[src/rtl/dp_result_capture.sv]
// Sink-side capture FIFO for z/x datapath results with sticky overflow and saturating drop count.
// Optional CAPTURE_TIMESTAMP_EN stores a 16-bit push timestamp per entry and adds rd_ts.
module dp_result_capture #(
  parameter int unsigned DATAWIDTH   = 32,
  parameter int unsigned DEPTH       = 8,
  parameter int unsigned MAX_SAMPLES = 0,
  parameter int unsigned DROPWIDTH   = 8
) (
  input  logic                   Clk,
  input  logic                   Reset,
  input  logic                   start,
  input  logic                   stop,
  input  logic                   clear,
  input  logic                   cap_valid,
  input  logic [DATAWIDTH-1:0]   z,
  input  logic [DATAWIDTH-1:0]   x,
  output logic                   rd_valid,
  input  logic                   rd_ready,
  output logic [DATAWIDTH-1:0]   rd_z,
  output logic [DATAWIDTH-1:0]   rd_x,
  output logic [$clog2(DEPTH):0] count,
  output logic                   capturing,
  output logic                   overflow,
  output logic [DROPWIDTH-1:0]   drop_cnt
`ifdef CAPTURE_TIMESTAMP_EN
  ,
  output logic [15:0]            rd_ts
`endif
);
  // state   | meaning
  // IDLE    | after reset, samples ignored
  // CAPTURE | samples pushed into the FIFO
  // STOPPED | run ended, samples ignored, reads continue

  localparam int unsigned AW = $clog2(DEPTH);
  localparam int unsigned CW = AW + 1;

  typedef enum logic [1:0] {IDLE = 2'd0, CAPTURE = 2'd1, STOPPED = 2'd2} state_t;

  state_t                 state_q, state_d;
  logic [AW-1:0]          wr_ptr_q, wr_ptr_d;
  logic [AW-1:0]          rd_ptr_q, rd_ptr_d;
  logic [CW-1:0]          count_q, count_d;
  logic                   overflow_q, overflow_d;
  logic [DROPWIDTH-1:0]   drop_cnt_q, drop_cnt_d;
  logic [31:0]            run_cnt_q, run_cnt_d;
  logic [2*DATAWIDTH-1:0] mem_q [DEPTH];

  logic full, pop_req, push, pop, drop, run_done;

  assign full     = (count_q == CW'(DEPTH));
  assign pop_req  = (count_q != '0) && rd_ready;
  assign push     = (state_q == CAPTURE) && cap_valid && (!full || pop_req) && !clear;
  assign pop      = pop_req && !clear;
  assign drop     = (state_q == CAPTURE) && cap_valid && full && !pop_req && !clear;
  assign run_done = (MAX_SAMPLES != 0) && push && ((run_cnt_q + 32'd1) == 32'(MAX_SAMPLES));

  always_comb begin
    state_d    = state_q;
    wr_ptr_d   = wr_ptr_q;
    rd_ptr_d   = rd_ptr_q;
    count_d    = count_q;
    overflow_d = overflow_q;
    drop_cnt_d = drop_cnt_q;
    run_cnt_d  = run_cnt_q;

    if (push) begin
      wr_ptr_d  = wr_ptr_q + 1'b1;
      run_cnt_d = run_cnt_q + 32'd1;
    end
    if (pop) rd_ptr_d = rd_ptr_q + 1'b1;
    if (push && !pop)      count_d = count_q + 1'b1;
    else if (pop && !push) count_d = count_q - 1'b1;
    if (drop) begin
      overflow_d = 1'b1;
      if (drop_cnt_q != '1) drop_cnt_d = drop_cnt_q + 1'b1;
    end
    if (clear) begin
      wr_ptr_d   = '0;
      rd_ptr_d   = '0;
      count_d    = '0;
      overflow_d = 1'b0;
      drop_cnt_d = '0;
    end

    // stop outranks start; start only takes effect outside CAPTURE
    if (stop) begin
      if (state_q == CAPTURE) state_d = STOPPED;
    end else if (start && (state_q != CAPTURE)) begin
      state_d   = CAPTURE;
      run_cnt_d = '0;
    end else if (run_done) begin
      state_d = STOPPED;
    end
  end

  always_ff @(posedge Clk or negedge Reset) begin
    if (!Reset) begin
      state_q    <= IDLE;
      wr_ptr_q   <= '0;
      rd_ptr_q   <= '0;
      count_q    <= '0;
      overflow_q <= 1'b0;
      drop_cnt_q <= '0;
      run_cnt_q  <= '0;
    end else begin
      state_q    <= state_d;
      wr_ptr_q   <= wr_ptr_d;
      rd_ptr_q   <= rd_ptr_d;
      count_q    <= count_d;
      overflow_q <= overflow_d;
      drop_cnt_q <= drop_cnt_d;
      run_cnt_q  <= run_cnt_d;
    end
  end

  always_ff @(posedge Clk) begin
    if (push) mem_q[wr_ptr_q] <= {z, x};
  end

  assign rd_valid  = (count_q != '0);
  assign rd_z      = rd_valid ? mem_q[rd_ptr_q][2*DATAWIDTH-1:DATAWIDTH] : '0;
  assign rd_x      = rd_valid ? mem_q[rd_ptr_q][DATAWIDTH-1:0] : '0;
  assign count     = count_q;
  assign capturing = (state_q == CAPTURE);
  assign overflow  = overflow_q;
  assign drop_cnt  = drop_cnt_q;

`ifdef CAPTURE_TIMESTAMP_EN
  // free-running; clear leaves it alone so timestamps stay comparable across runs
  logic [15:0] ts_q, ts_d;
  logic [15:0] ts_mem_q [DEPTH];

  assign ts_d = ts_q + 16'd1;

  always_ff @(posedge Clk or negedge Reset) begin
    if (!Reset) ts_q <= '0;
    else        ts_q <= ts_d;
  end

  always_ff @(posedge Clk) begin
    if (push) ts_mem_q[wr_ptr_q] <= ts_q;
  end

  assign rd_ts = rd_valid ? ts_mem_q[rd_ptr_q] : '0;
`endif

endmodule
[config.mk]
export PLATFORM = sky130hd
export DESIGN_NAME = dp_result_capture
export DESIGN_NICKNAME = d
export VERILOG_FILES = /design/src/rtl/dp_result_capture.sv
export SDC_FILE = /design/constraint.sdc
export NUM_CORES = 1
export LEC_CHECK = 0
export CORE_ASPECT_RATIO = 1.25
export CORE_MARGIN = 2
export CORE_UTILIZATION = 60
export DETAILED_ROUTE_END_ITERATION = 8
export PLACE_DENSITY = 0.81
export SYNTH_ARGS = -nofsm -noshare
export SYNTH_HDL_FRONTEND = slang
export SYNTH_SLANG_ARGS = --single-unit
[constraint.sdc]
create_clock -name Clk -period 14.5 [get_ports Clk]
set_input_delay 3.625 -clock Clk [delete_from_list [all_inputs] [get_ports Clk]]
set_output_delay 3.625 -clock Clk [all_outputs]
set_load 0.01 [all_outputs]
==> results of run 1 <==
power by group:
group / leakage, nW / internal, mW / switching, mW
clock: 0.713 / 0.649 / 0.525
sequential: 4.89 / 1.71 / 0.0330
combinational: 1.82 / 0.553 / 0.486
total: 7.42 / 2.91 / 1.04
flip-flops by register name, indices dropped and copies added, names as in the netlist:
register / cells
count: 4
drop_cnt: 8
mem_q: 512
overflow: 1
rd_ptr_q: 3
state_q: 2
wr_ptr_q: 3
area by class of cell:
| cell class | count | area (um^2) | area share |
|---|---|---|---|
| inverters | 9 | 33.8 | 0.00140 |
| well taps | 429 | 537 | 0.0222 |
| diodes | 2 | 5.00 | 0.000207 |
| clock inverters | 28 | 173 | 0.00715 |
| multi-input cells | 369 | 4580 | 0.189 |
| repair buffers | 167 | 1640 | 0.0678 |
| clock buffers | 60 | 1290 | 0.0533 |
| flip-flops and latches | 533 | 15900 | 0.658 |
worst register-to-register path: cells and delay by family, from the launching register on:
family | cells | cell delay (ns)
simple gates | 3 | 1.38
compound gates | 1 | 0.14
buf+inv | 1 | 0.80
flops | 1 | 0.50
cells in the mapped netlist, drive strengths merged, types with 3 or more instances:
cell and instances:
dfrtp 21, xor2 3, a21oi 16, nand2 6, mux4 128, nor2 79, buf 39, mux2i 65
o21ai 6, clkbuf 9, ha 5, edfxtp 512, or4 6, nor3 7, or3 4, nand3 10
o31ai 4, inv 9, nand2b 4
worst min-delay path by stage:
| stage | slack [ns] | endpoint |
|---|---|---|
| final | 0.52 | overflow |
| after global routing | 0.55 | overflow |
| after CTS | 0.52 | overflow |
| after detailed placement | 0.51 | overflow |
| after global placement | 0.50 | overflow |
| after floorplan | 0.53 | state_q[0] |
kinds of logic after synthesis:
logic type / after synthesis
flops: 533
mux: 193
simple gates: 129
buf+inv: 57
compound gates: 36
fa+ha+maj: 6
xor+xnor: 5
through the flow:
step           cells  hold slack [ns]
2_1_floorplan    959            0.527
3_3_place_gp    1507            0.502
3_5_place_dp    1507            0.513
4_1_cts         1595            0.522
5_1_grt         1596            0.546
6_report        1597            0.515
per-layer routing:
metal,vias up,part of all wire,GRT usage
met1,5096,0.39,0.305
met2,309,0.53,0.388
li1,4306,-,-
met5,-,0.00033,0
met3,71,0.056,0.0351
met4,2,0.024,0.0648
==> summary.md, run 1 <==
The critical path contains buffers and inverters numbering 2 combined. The gate family responsible for the most delay along the worst path is buffers and inverters. TritonCTS built the clock tree. CTS saw 533 sinks. For this block, the initial DRC count from the detailed router was 868.

End point of the critical path: rd_x[26]. Power spread over the standard cell area amounts to 164 nW/um^2. The critical path goes through buf_4 > mux4_2 > mux2i_1 > nor2_1 > clkdlybuf4s50_1. The share of the synthesized area in the top cell type is 0.744, and the placed wire-length estimate is 20.8 mm.

The final core utilization was 0.706. The overall track demand over capacity in global routing is 0.226. Summed over all failing endpoints, the final setup total negative slack is 0 ns. In this run the post-CTS setup repair buffer count came out at 0. The die covers 36000 um^2.

The core region area was 34200 um^2. By area, the combinational part of the netlist is dominated by multiplexers. For the setup slack of the worst register-to-register path, the log shows 11.27 ns. The number of endpoints with negative hold slack in the final report was 0.

The logs give 0.135 GHz for the fmax and 0 for the final number of max-transition violations. Source of the worst register-to-register timing path: count[1]. Endpoint kind of the worst setup timing path: an output port. The worst path needs 7.43 ns of the cycle, external delays included. Between clock sinks in the finished design, the worst skew comes to 0.0108 ns. The floorplan die width is 170 um.

Setup repair after global routing left no endpoint under its margin. The final setup violation count was 0. The Yosys step of the flow raised 0 warnings. Dividing the detail-routed wire length by the instance count gives 24.7 um.

The post-route cell area was 24200 um^2. For the fill cell total of the finished layout, the log shows 2076. The number of violations of the max-capacitance limit is 0. The classification of the worst setup path is reg2out. Summed over all instances, the cell type with the most area after synthesis is edfxtp_1. The count of flip-flops with a built-in enable after synthesis was 512; the via count was 9784. The critical path required time was 10.88 ns; the share of the synthesized area in compound gates (AO/OA/AOI/OAI) was 0.0113.

After layout, the worst setup slack is 7.07 ns. The H-tree was split into 2 levels. In this run the cell area measured after placement is 22700 um^2. On the worst path, the slowest cell contributes a delay of 1.02 ns. The max-slew headroom at the worst pin was 0.281; the wire length of the first global-routing pass was 60.0 mm.

The die is 212 um tall. The number of hold buffers added after cts was 0. Synthesis produced a netlist whose cell count is 959. The pre-CTS setup slack came out at 7.62 ns. The fraction of synthesized cell area in xor and xnor cells is 0.00212. Dividing the detail-routed via count by the number of cells gives 6.13. The number of instances on the worst hold path is 2. A synthesized cell averages 21.6 um^2.

The count of nets left with antenna violations once routing finished came out at 0. STA puts the critical path data arrival time at 3.81 ns. Power comes to 3.95 mW. After detailed routing, the total wire length is 39.5 mm. The adder-cell area share of the yosys netlist is 0.00399.

For this design, the slowest cell found on the critical path is dfrtp_4. In the routed design, unresolved DRC markers number 0. The share of final-layout standard cells stronger than drive strength 1 was 0.200. The commonest register cell after synthesis was edfxtp_1.

The starting utilization of the core area is 0.604, and the worst reg-to-reg path cell count is 5. The fraction of the cycle the final worst path needs is 0.513. IR analysis of the VDD net gives a maximum drop of 0.000177 V. Counting every net in the synthesized netlist gives 1036. The post-synthesis sequential element count is 533, and the maximum buffer depth of the clock tree is 3.

The placement row count came out at 76. Critical path depth: 5. The number of buffers created by CTS was 48.

The first TritonRoute pass finished after 7 iterations. Async set-reset flop share out of synthesis: 0.0394. For the final global-route overflow total, the log shows 0. The worst register-to-register path ends at mem_q[4][49]. Clock-pin slew was measured on the worst setup and hold paths at 0.06 ns.

The via count of the first global-routing pass came out at 10100. For the worst-skew pair, the clock arrives at the later sink with an insertion delay of 0.56 ns. The worst setup path startpoint was rd_ptr_q[1].

The layout overhead on the synthesized area came out at 16.9%. Share of the yosys chip area belonging to registers: 0.769. The synthesized-area fraction occupied by and/or/nand/nor cells came out at 0.0303.

Leaving out fill and tap cells, the most frequent cell in the layout is edfxtp_1. After synthesis the cells add up to 20700 um^2. At the pin with the least slew margin, the transition time is 1.08 ns. In the layout the commonest cells are 512 x edfxtp_1, 149 x clkdlybuf4s50_1, 128 x mux4_2. The number of gates resized after CTS was 0. During placement, the flow inserted port buffers numbering 149. The type of the tightest min-delay check is reg2reg. After synthesis, the netlist uses 47 different library cells.

Of all nets on the critical path, the largest fanout is 67. The cell chosen for the clock root is clkbuf_16. The analysis attributes to cell leakage a power of 7.42 nW. The tools report the number of nets at the end of the flow as 1205.

The multiplexer area fraction after synthesis works out to 0.171. The run finished with clean final reports. For the final RePlAce weighted congestion, the log shows 0.748. By area the synthesized netlist is led by edfxtp_1 74%, mux4_2 14%, mux2i_1 3.1%. 150 I/O pins were placed. The tools report the number of antenna violations at the first check in global routing as 3. The worst setup path is launched from a flop. The worst min-delay path startpoint is overflow. Entering global routing, the biggest net connects 131 pins.
Power figures use the tool's default switching activity.
==> run 2, diff against run 1 <==
--- a/config.mk
+++ b/config.mk
@@ -7,9 +7,9 @@
 export LEC_CHECK = 0
 export CORE_ASPECT_RATIO = 1.25
 export CORE_MARGIN = 2
-export CORE_UTILIZATION = 60
+export CORE_UTILIZATION = 58
 export DETAILED_ROUTE_END_ITERATION = 8
-export PLACE_DENSITY = 0.81
+export PLACE_DENSITY = 0.79
 export SYNTH_ARGS = -nofsm -noshare
 export SYNTH_HDL_FRONTEND = slang
 export SYNTH_SLANG_ARGS = --single-unit
==> constraint.sdc (replaced) <==
create_clock -name Clk -period 6.9 [get_ports Clk]
set_input_delay 1.725 -clock Clk [delete_from_list [all_inputs] [get_ports Clk]]
set_output_delay 1.725 -clock Clk [all_outputs]
set_load 0.01 [all_outputs]
==> run 2 against run 1 <==
Net effect:
- clock power up 110%
- via count grew 2.2%
- sequential power increased by 110%
- first-iteration DRC count shrank 6.9%
- critical path type unchanged
- count of clock-buffer cells in the layout rose by 4
- non-clock buffer count shrank 1
- cell area increased by 0.63%
- die area increased by 3.4%
- highest routed layer unchanged
==> summary.md, run 2 (same netlist as run 1, synthesis figures left out) <==
The run finished with clean final reports. The sequential group share of total power is 0.444 (was 0.440). The run gives 37200 um^2 (was 36000 um^2) as the die outline area. The post-route cell area came out at 24300 um^2 (was 24200 um^2). Cell chosen for the clock root: clkbuf_16 (unchanged).

The number of hold buffers added after cts is 0 (unchanged). The placement row count was 77 (was 76). The number of design-rule violations left by the first detailed-router iteration was 808 (was 868). Endpoint kind of the worst setup timing path: an output port (unchanged). The final RePlAce weighted congestion was 0.758 (was 0.748). The tools report the core region area as 35300 um^2 (was 34200 um^2). The total wire length after detailed routing is 41.2 mm (was 39.5 mm), and the wire length per cell is 25.1 um (was 24.7 um). The worst stage delay on the critical path works out to 0.75 ns (was 1.02 ns). For the finished layout, the period the worst path requires is 5.32 ns. The number of primary I/O pins was 150 (unchanged); the number of nets at the end of the flow was 1204 (was 1205).

The pre-CTS setup slack was 2.09 ns (was 7.62 ns). TritonCTS built the clock tree. The slack of the critical path is 1.58 ns (was 7.07 ns). The share of power burned in the clock network was 0.299 (was 0.297); the max-slew headroom at the worst pin was 0.245 (was 0.281). For the fraction of power consumed by combinational cells, the log shows 0.257 (was 0.263). The logs give 0.226 (about the same) for the overall track demand over capacity in global routing and 48 (unchanged) for the number of buffers created by CTS. The arrival time of the worst setup path is 3.59 ns (was 3.81 ns).

The tools report the standby leakage power as 7.42 nW (about the same). The design internal power was 6.16 mW (was 2.91 mW); the number of violations of the max-capacitance limit was 0 (unchanged). The layout overhead on the synthesized area was 17.6% (was 16.9%); the share of final-layout standard cells stronger than drive strength 1 was 0.195 (was 0.200). For the number of antenna violations at the first check in global routing, the log shows 3 (unchanged). For the final setup violation count, the log shows 0 (unchanged). The run gives 0 (unchanged) as the count of nets left with antenna violations after detail routing. For this run, the top clock speed supported by timing is 0.188 GHz. The final number of max-transition violations is 0 (unchanged). Setup repair after global routing left no endpoint under its margin. The switching power came out at 2.23 mW (was 1.04 mW). The power per cell area is 345 nW/um^2 (was 164 nW/um^2), and the proportion of total power due to net switching is 0.266 (was 0.264). The run gives 5 (was 7) as the number of search-and-repair iterations in the first detailed-routing pass. The count of buffers added by post-CTS timing repair for setup was 0 (unchanged). Top register by number of flip-flops: mem_q (unchanged). The logs give 21.6 mm (was 20.8 mm) for the placed wire-length estimate and 0 (unchanged) for the remaining design rule violation count. Cells traversed along the worst timing path: or3_1 > nor2_4 > buf_4 > nor2_1 > clkdlybuf4s50_1 (was buf_4 > mux4_2 > mux2i_1 > nor2_1 > clkdlybuf4s50_1). The die boundary height is 215 um (was 212 um). The classification of the worst setup path is reg2out (unchanged).

The launching element type of the critical path is a flop (unchanged). The logs give 0 (unchanged) for the final global-route overflow total and 0.000227 V (was 0.000177 V) for the peak supply drop. The pin count of the biggest net entering global routing was 74 (was 131). Post-cts sizing count: 0 (unchanged). The fraction of the cycle the final worst path needs works out to 0.771. Most frequent standard cell in the layout excluding fill and tap cells: edfxtp_1 (unchanged). The via-per-instance ratio came out at 6.09 (was 6.13). The tools report the clock net sink count as 533 (unchanged). The tools report the number of endpoints with negative hold slack in the final report as 0 (unchanged). The type of the tightest min-delay check was reg2reg (unchanged).

Floorplan die width: 173 um (was 170 um). Slowest cell on the critical path: nor2_4 (was dfrtp_4). The via count of the first global-routing pass was 10600 (was 10100). The maximum buffer depth of the clock tree was 3 (unchanged). Most used cells in the layout excluding fill and tap cells: 512 x edfxtp_1, 149 x clkdlybuf4s50_1, 128 x mux4_2 (unchanged). The clock transition at the registers of the reported paths works out to 0.07 ns (was 0.06 ns).

The number of input and output port buffers inserted came out at 149 (unchanged). The H-tree depth is 2 (unchanged). The slew at the pin with the worst max-slew slack is 1.13 ns (was 1.08 ns). Clock skew after layout: 0.0261 ns (was 0.0108 ns). The wire length of the first global-routing pass was 62.8 mm (was 60.0 mm); the starting utilization of the core area was 0.586 (was 0.604). The highest net fanout along the worst path came out at 39 (was 67). The flip-flop count of the largest register, all copies and words added was 512 (unchanged); the fill cell total of the finished layout was 2189 (was 2076). The via count was 9999 (was 9784).

The critical path required time came out at 5.18 ns (was 10.88 ns). The standard cell area after detailed placement is 22800 um^2 (was 22700 um^2), and the power after layout is 8.40 mW (was 3.95 mW). The summed negative setup slack over all endpoints is 0 ns (unchanged).

For the later-pin clock latency in the skew report, the log shows 0.58 ns (was 0.56 ns).
[run 2: changes by cell type in the layout (fill, tap and decap cells not counted), moves of 2 or more]
cell      change
clkinv_1      +2
buf_12        +6
nor3_4        +2
clkinv_4      -2
nor3_2        -2
clkinv_2      -4
clkbuf_1      +4
buf_4         -7
[run 2: power by group through the flow]
stage               clock network [mW]  logic (mW)  registers (mW)
floorplan                            0        1.36            3.69
finish                            2.51        2.16            3.73
global placement                     0        2.14            3.80
CTS                               2.55        2.19            3.74
global route                      2.67        2.31            3.75
detailed placement                   0        2.17            3.80
[run 2: cell type report]
cell class / instances / area, um^2 / area share
timing repair buffer: 166 / 1710 / 0.0702
clock buffer: 64 / 1300 / 0.0536
clock inverter: 25 / 174 / 0.00715
inverter: 9 / 33.8 / 0.00139
sequential: 533 / 15900 / 0.654
multi-input combinational: 369 / 4590 / 0.189
antenna: 2 / 5.00 / 0.000206
tap: 474 / 593 / 0.0244
[run 2: worst paths after layout]
| check | startpoint | endpoint | slack, ns | depth (start not counted) |
|---|---|---|---|---|
| setup / recovery | count[1] | rd_x[29] | 1.58 | 5 |
| hold / removal | overflow | overflow | 0.54 | 2 |
| setup reg to reg | count[0] | mem_q[3][38] | 3.91 | 5 |
| hold reg to reg | overflow | overflow | 0.54 | 2 |
| max in group asynchronous | Reset | rd_ptr_q[2] | 4.48 | 1 |
| min in group asynchronous | Reset | state_q[0] | 1.71 | 1 |
[run 2: per-stage QoR]
| step | hold slack, ns | instances | util |
|---|---|---|---|
| after global routing | 0.562 | 1642 | 0.690 |
| after CTS | 0.536 | 1640 | 0.690 |
| after global placement | 0.522 | 1551 | 0.648 |
| final | 0.541 | 1642 | 0.690 |
| after detailed placement | 0.526 | 1551 | 0.648 |
| after floorplan | 0.527 | 959 | - |
[run 2: critical path: cells and delay by family, from the launching register on]
kind / cells / cell delay, ns
and+or+nand+nor: 3 / 1.47
DFF: 1 / 0.46
buffers and inverters: 2 / 1.10
[run 2: layer usage]
layer	track usage	share of wire	vias to the layer above
met5	0	0.00032	-
met4	0.0924	0.034	2
met3	0.0317	0.052	86
met1	0.280	0.37	5234
li1	-	-	4297
met2	0.403	0.54	380
